==> src/rtl/uart_pkg.sv <==
// Shared types and register-map constants for the memory-mapped UART blocks.
// UART_TX_PARITY_EN selects the even-parity frame format.
package uart_pkg;

    typedef enum logic [2:0] {
        IDLE   = 3'd0,
        START  = 3'd1,
        DATA   = 3'd2,
        STOP   = 3'd3,
        PARITY = 3'd4
    } uart_state_t;

    localparam logic [2:0] TXDATA_OFS = 3'h0;
    localparam logic [2:0] STATUS_OFS = 3'h4;

    localparam int ST_EMPTY  = 0;
    localparam int ST_FULL   = 1;
    localparam int ST_BUSY   = 2;
    localparam int ST_OVF    = 3;
    localparam int ST_PARITY = 4;
    localparam int ST_COUNT  = 8;

`ifdef UART_TX_PARITY_EN
    localparam logic PARITY_EN = 1'b1;
`else
    localparam logic PARITY_EN = 1'b0;
`endif

endpackage

==> src/rtl/sync_fifo.sv <==
// Single-clock FIFO with occupancy count; push when full and pop when empty are ignored.
module sync_fifo #(
    parameter int WIDTH = 8,
    parameter int DEPTH = 8
) (
    input  logic                   clk,
    input  logic                   reset,
    input  logic                   push_i,
    input  logic                   pop_i,
    input  logic [WIDTH-1:0]       din_i,
    output logic [WIDTH-1:0]       dout_o,
    output logic                   full_o,
    output logic                   empty_o,
    output logic [$clog2(DEPTH):0] count_o
);

    localparam int AW = $clog2(DEPTH);
    localparam int CW = AW + 1;

    logic [WIDTH-1:0] mem_q [DEPTH];
    logic [AW-1:0]    wr_ptr_q;
    logic [AW-1:0]    rd_ptr_q;
    logic [CW-1:0]    count_q;
    logic             do_push;
    logic             do_pop;

    assign full_o  = (count_q == CW'(DEPTH));
    assign empty_o = (count_q == '0);
    assign count_o = count_q;
    assign dout_o  = mem_q[rd_ptr_q];
    assign do_push = push_i && !full_o;
    assign do_pop  = pop_i && !empty_o;

    // Storage carries no reset; only the pointers and count define contents.
    always_ff @(posedge clk) begin
        if (do_push) begin
            mem_q[wr_ptr_q] <= din_i;
        end
    end

    always_ff @(posedge clk or posedge reset) begin
        if (reset) begin
            wr_ptr_q <= '0;
            rd_ptr_q <= '0;
            count_q  <= '0;
        end else begin
            if (do_push) begin
                wr_ptr_q <= wr_ptr_q + 1'b1;
            end
            if (do_pop) begin
                rd_ptr_q <= rd_ptr_q + 1'b1;
            end
            case ({do_push, do_pop})
                2'b10:   count_q <= count_q + 1'b1;
                2'b01:   count_q <= count_q - 1'b1;
                default: count_q <= count_q;
            endcase
        end
    end

endmodule

==> src/rtl/uart_tx_mmio.sv <==
// Memory-mapped UART transmitter: TXDATA/STATUS registers, TX FIFO, 8N1 serialiser.
// Define UART_TX_PARITY_EN to insert an even-parity bit before the stop bit.
module uart_tx_mmio
    import uart_pkg::*;
#(
    parameter int          CLKS_PER_BIT = 16,
    parameter int          FIFO_DEPTH   = 8,
    parameter logic [31:0] BASE_ADDR    = 32'h0000_1000
) (
    input  logic        clk,
    input  logic        reset,
    input  logic [31:0] dataAddr,
    input  logic [31:0] writeData,
    input  logic        we,
    output logic [31:0] readData,
    output logic        tx,
    output logic        sel
);

    localparam int BW = (CLKS_PER_BIT > 2) ? $clog2(CLKS_PER_BIT) : 1;
    localparam int CW = $clog2(FIFO_DEPTH) + 1;
    localparam logic [BW-1:0] BAUD_MAX = BW'(CLKS_PER_BIT - 1);

    uart_state_t   state_q;
    logic [BW-1:0] baud_q;
    logic [2:0]    bit_q;
    logic [7:0]    shreg_q;
    logic          tx_q;
    logic          ovf_q;
`ifdef UART_TX_PARITY_EN
    logic          par_q;
`endif

    logic          is_txdata;
    logic          is_status;
    logic          wr_txdata;
    logic          fifo_pop;
    logic [7:0]    fifo_dout;
    logic          fifo_full;
    logic          fifo_empty;
    logic [CW-1:0] fifo_count;
    logic [31:0]   status;
    logic          unused_bus_bits;

    assign sel       = (dataAddr[31:3] == BASE_ADDR[31:3]);
    assign is_txdata = ({dataAddr[2], 2'b00} == TXDATA_OFS);
    assign is_status = ({dataAddr[2], 2'b00} == STATUS_OFS);
    assign wr_txdata = sel && we && is_txdata;
    assign fifo_pop  = (state_q == IDLE) && !fifo_empty;
    assign tx        = tx_q;

    assign unused_bus_bits = ^{dataAddr[1:0], writeData[31:8]};

    sync_fifo #(
        .WIDTH (8),
        .DEPTH (FIFO_DEPTH)
    ) u_fifo (
        .clk     (clk),
        .reset   (reset),
        .push_i  (wr_txdata),
        .pop_i   (fifo_pop),
        .din_i   (writeData[7:0]),
        .dout_o  (fifo_dout),
        .full_o  (fifo_full),
        .empty_o (fifo_empty),
        .count_o (fifo_count)
    );

    always_comb begin
        status            = '0;
        status[ST_EMPTY]  = fifo_empty;
        status[ST_FULL]   = fifo_full;
        status[ST_BUSY]   = (state_q != IDLE);
        status[ST_OVF]    = ovf_q;
        status[ST_PARITY] = PARITY_EN;
        status[ST_COUNT +: 8] = 8'(fifo_count);
    end

    always_comb begin
        readData = 32'h0;
        if (sel && is_status) begin
            readData = status;
        end
    end

    // Full is sampled before the edge, so a same-cycle pop never rescues the byte.
    always_ff @(posedge clk or posedge reset) begin
        if (reset) begin
            ovf_q <= 1'b0;
        end else if (wr_txdata && fifo_full) begin
            ovf_q <= 1'b1;
        end else if (sel && we && is_status && writeData[ST_OVF]) begin
            ovf_q <= 1'b0;
        end
    end

    always_ff @(posedge clk or posedge reset) begin
        if (reset) begin
            state_q <= IDLE;
            baud_q  <= '0;
            bit_q   <= '0;
            shreg_q <= '0;
            tx_q    <= 1'b1;
`ifdef UART_TX_PARITY_EN
            par_q   <= 1'b0;
`endif
        end else begin
            case (state_q)
                IDLE: begin
                    tx_q <= 1'b1;
                    if (!fifo_empty) begin
                        shreg_q <= fifo_dout;
                        baud_q  <= BAUD_MAX;
                        tx_q    <= 1'b0;
                        state_q <= START;
`ifdef UART_TX_PARITY_EN
                        par_q   <= ^fifo_dout;
`endif
                    end
                end
                START: begin
                    if (baud_q == '0) begin
                        baud_q  <= BAUD_MAX;
                        bit_q   <= '0;
                        tx_q    <= shreg_q[0];
                        state_q <= DATA;
                    end else begin
                        baud_q <= baud_q - 1'b1;
                    end
                end
                DATA: begin
                    if (baud_q == '0) begin
                        baud_q  <= BAUD_MAX;
                        shreg_q <= shreg_q >> 1;
                        if (bit_q == 3'd7) begin
`ifdef UART_TX_PARITY_EN
                            tx_q    <= par_q;
                            state_q <= PARITY;
`else
                            tx_q    <= 1'b1;
                            state_q <= STOP;
`endif
                        end else begin
                            bit_q <= bit_q + 1'b1;
                            tx_q  <= shreg_q[1];
                        end
                    end else begin
                        baud_q <= baud_q - 1'b1;
                    end
                end
                PARITY: begin
                    if (baud_q == '0) begin
                        baud_q  <= BAUD_MAX;
                        tx_q    <= 1'b1;
                        state_q <= STOP;
                    end else begin
                        baud_q <= baud_q - 1'b1;
                    end
                end
                STOP: begin
                    tx_q <= 1'b1;
                    if (baud_q == '0) begin
                        state_q <= IDLE;
                    end else begin
                        baud_q <= baud_q - 1'b1;
                    end
                end
                default: begin
                    tx_q    <= 1'b1;
                    state_q <= IDLE;
                end
            endcase
        end
    end

endmodule
==> config.mk <==
export PLATFORM = sky130hd
export DESIGN_NAME = uart_tx_mmio
export DESIGN_NICKNAME = d
export VERILOG_FILES = /design/src/rtl/uart_pkg.sv /design/src/rtl/sync_fifo.sv /design/src/rtl/uart_tx_mmio.sv
export SDC_FILE = /design/constraint.sdc
export NUM_CORES = 1
export LEC_CHECK = 0
export BUFFER_PORTS_ARGS = -buffer_cell sky130_fd_sc_hd__buf_4
export CORE_ASPECT_RATIO = 1.2
export CORE_MARGIN = 4
export CORE_UTILIZATION = 45
export CTS_BUF_LIST = sky130_fd_sc_hd__clkbuf_4
export DETAILED_ROUTE_END_ITERATION = 10
export PLACE_DENSITY = 0.8
export SLEW_MARGIN = 20
export SYNTH_ARGS = -nofsm -noshare
export SYNTH_HDL_FRONTEND = slang
export SYNTH_HIERARCHICAL = 1
export SYNTH_SLANG_ARGS = --single-unit
==> constraint.sdc <==
create_clock -name clk -period 3.5 [get_ports clk]
set_input_delay 0.7 -clock clk [delete_from_list [all_inputs] [get_ports clk]]
set_output_delay 0.7 -clock clk [all_outputs]
set_load 0.02 [all_outputs]
==> metrics.md <==
| Metric | Value |
|---|---|
| Status | `finished, final reports clean` |
| Vias in the first global route | `2,696` |
| Peak VDD IR | `537 uV` |
| Sequential fraction of the synthesis area | `0.577` |
| CTS buffer count | `9` |
| Worst Path Max Fanout | `5` |
| P per Cell Area | `348 mW/mm2` |
| Placer Congestion | `0.786` |
| Routed WL | `8150 um` |
| Worst-Skew Late Latency | `0.43 ns` |
| Post-detailed-route wirelength per cell | `15.8 um` |
| R2R cell count | `10` |
| 1st-iter DRT viols | `76` |
| Layout cells sized above 1 | `0.275` |
| Antenna violations before repair | `0` |
| Core region area | `0.0100 mm2` |
| Fin Hold WS | `0.250 ns` |
| Setup ws final | `0.415 ns` |
| # diodes | `0` |
| Flops & latches, synth | `93` |
| Hold Buf Count CTS | `0` |
| IO Count | `101` |
| Num rows | `40` |
| Skew final | `0.0255 ns` |
| Final HPWL DP | `6000 um` |
| Global-route wire length before repair | `13,300 um` |
| Critical path type | `input pin to flip-flop` |
| YS warnings | `6` |
| Port Buffers | `50` |
| Hold crit path type | `input pin to asynchronous set/reset pin` |
| Slew Viols, Final | `0` |
| Nets | `464` |
| Post-Syn Instances | `318` |
| Number of gates resized after CTS | `0` |
| Main flop type after synthesis | `edfxtp_1` |
| Fin crit period | `3.09 ns` |
| Total gr overflow | `0` |
| Setup-failing EPs final | `0` |
| Actual slew at the worst max-slew pin | `0.883 ns` |
| Placed cell areas | `0.00508 mm2` |
| Mean Syn Cell Area | `14.4 um2` |
| DR vias/cell | `5.15` |
| Post-Place Worst Slack | `0.0164 ns` |
| Most frequent cells in the layout | `buf_4 (66), edfxtp_1 (64), dfrtp_1 (28), conb_1 (24), nand2_1 (17)` |
| Hold Vio Cnt, Final | `0` |
| Commonest non-fill, non-tap cell in the layout | `buf_4` |
| Clk root buf | `clkbuf_4` |
| Critical path arrival | `3.38 ns` |
| Synth unique cells | `57` |
| Pleak | `2.14 nW` |
| H-tree depth reported by CTS | `3` |
| Normalized max-slew margin | `0.411` |
| Max Freq | `324 MHz` |
| WP data required | `3.79 ns` |
| Clk slew on worst S/H paths | `0.14 ns` |
| Vias | `2,650` |
| Die Span Y | `119 um` |
| Initial core utilization | `0.459` |
| Total power | `1.82 mW` |
| Mapped Area | `0.00459 mm2` |
| CP Capture Type | `flip-flop` |
| EDFF count, synth | `64` |
| CP Launch Type | `input pin` |
| GRT Total Usage | `0.145` |
| DRT Pass-1 Iters | `4` |
| RSZ-0062 raised after global routing | `false` |
| Max Cap Viol | `0` |
| Width of the die | `100 um` |
| Async set-reset flop share out of synthesis | `0.312` |
| P&R area growth vs syn | `13.8%` |
| Clock buffer depth | `2` |
| Post-CTS setup buffer count | `0` |
| Fin crit share | `0.882` |
| Setup TNS | `0 ns` |
| Largest net degree at the start of global routing | `20` |
| CTS tree | `done` |
| CTS sink cnt | `93` |
| Die area | `0.0119 mm2` |
| DRC | `0` |
| Fin area | `0.00523 mm2` |
| FF-to-FF setup slack | `0.65 ns` |
| ANT nets after route | `0` |
[cell type report]
class | instances | area, um2
Clock buffer | 9 | 67.6
Tap cell | 126 | 158
Timing Repair Buffer | 66 | 495
Fill cell | 826 | 4780
Sequential cell | 93 | 2650
Clock inverter | 7 | 73.8
Multi-Input combinational cell | 199 | 1730
Inverter | 15 | 56.3
[stage by stage]
step / util / std cells
floorplan: - / 341
detailed placement: 0.508 / 499
CTS: 0.522 / 515
global route: 0.522 / 515
finish: 0.522 / 515
global placement: 0.508 / 499
[kinds of logic (layout without fill, tap and decap cells)]
group / count (synthesis) / in the layout / share of synthesized area
flops: 93 / 93 / 0.577
simple gates: 72 / 72 / 0.0899
buf+inv: 49 / 97 / 0.0673
compound gates: 47 / 47 / 0.0752
mux: 37 / 37 / 0.141
fa+ha+maj: 13 / 13 / 0.0371
xor+xnor: 6 / 6 / 0.0114
other cells: 1 / 24 / 0.000817
[cell usage after synthesis (2+ instances only)]
cell type	n	area [um2]
a21oi_1	7	35.0
o31ai_1	3	22.5
mux2_2	11	124
buf_2	3	15.0
edfxtp_1	64	1920
o21a_1	2	15.0
nor3b_1	3	22.5
nor2_1	13	48.8
xnor2_1	5	43.8
nor3_1	5	25.0
dfrtp_1	28	701
o21ai_0	13	65.1
mux2i_1	9	90.1
nor2b_1	2	12.5
clkbuf_1	2	7.51
buf_4	26	195
mux4_1	16	420
nand2_1	17	63.8
and2_1	6	37.5
o21bai_1	2	15.0
nand4_1	3	18.8
ha_1	12	150
nand2b_1	3	18.8
o22a_1	3	26.3
a22o_1	6	52.6
nand3_1	4	20.0
inv_1	15	56.3
nor4_1	6	37.5
[metal layers]
layer,part of all wire,global-route usage,vias up
met5,0,0,-
li1,-,-,1306
met2,0.55,0.255,46
met3,0.033,0.0230,6
met4,0.015,0.0581,0
met1,0.40,0.176,1292
[power by group]
group,switching [mW],leakage (nW),internal (mW),total (mW)
logic,0.0467,1.16,0.0301,0.0769
clock network,0.344,0.0662,0.219,0.563
registers,0.00000000436,0.922,1.18,1.18
[registers in the layout (all words and copies together) (netlist names)]
| signal | count |
|---|---|
| bit_q | 3 |
| tx | 1 |
| u_fifo/rd_ptr_q | 3 |
| state_q | 2 |
| baud_q | 4 |
| u_fifo/count_o | 4 |
| shreg_q | 8 |
| u_fifo/mem_q | 64 |
| u_fifo/wr_ptr_q | 3 |
| ovf_q | 1 |
[worst max-delay path, cell delays in order]
cell and delay (ns):
buf_4 0.11, nor4b_1 0.31, nand4_1 0.20, or2_4 0.30
nor3b_2 0.27, nand2_2 0.09, ha_1 0.23, ha_1 0.29
or4b_2 0.61, o311ai_0 0.13, o211ai_1 0.13
[path summary, 6_finish.rpt]
path,start,to
worst min-delay path,reset,u_fifo/count_o[0]
min in group clk,writeData[2],u_fifo/mem_q[4][2]
worst max register to register,state_q[1],u_fifo/count_o[3]
worst max-delay path,dataAddr[14],u_fifo/count_o[3]
worst min register to register,shreg_q[6],shreg_q[6]
max in group asynchronous,reset,baud_q[3]
(Power assumes the default switching activity.)
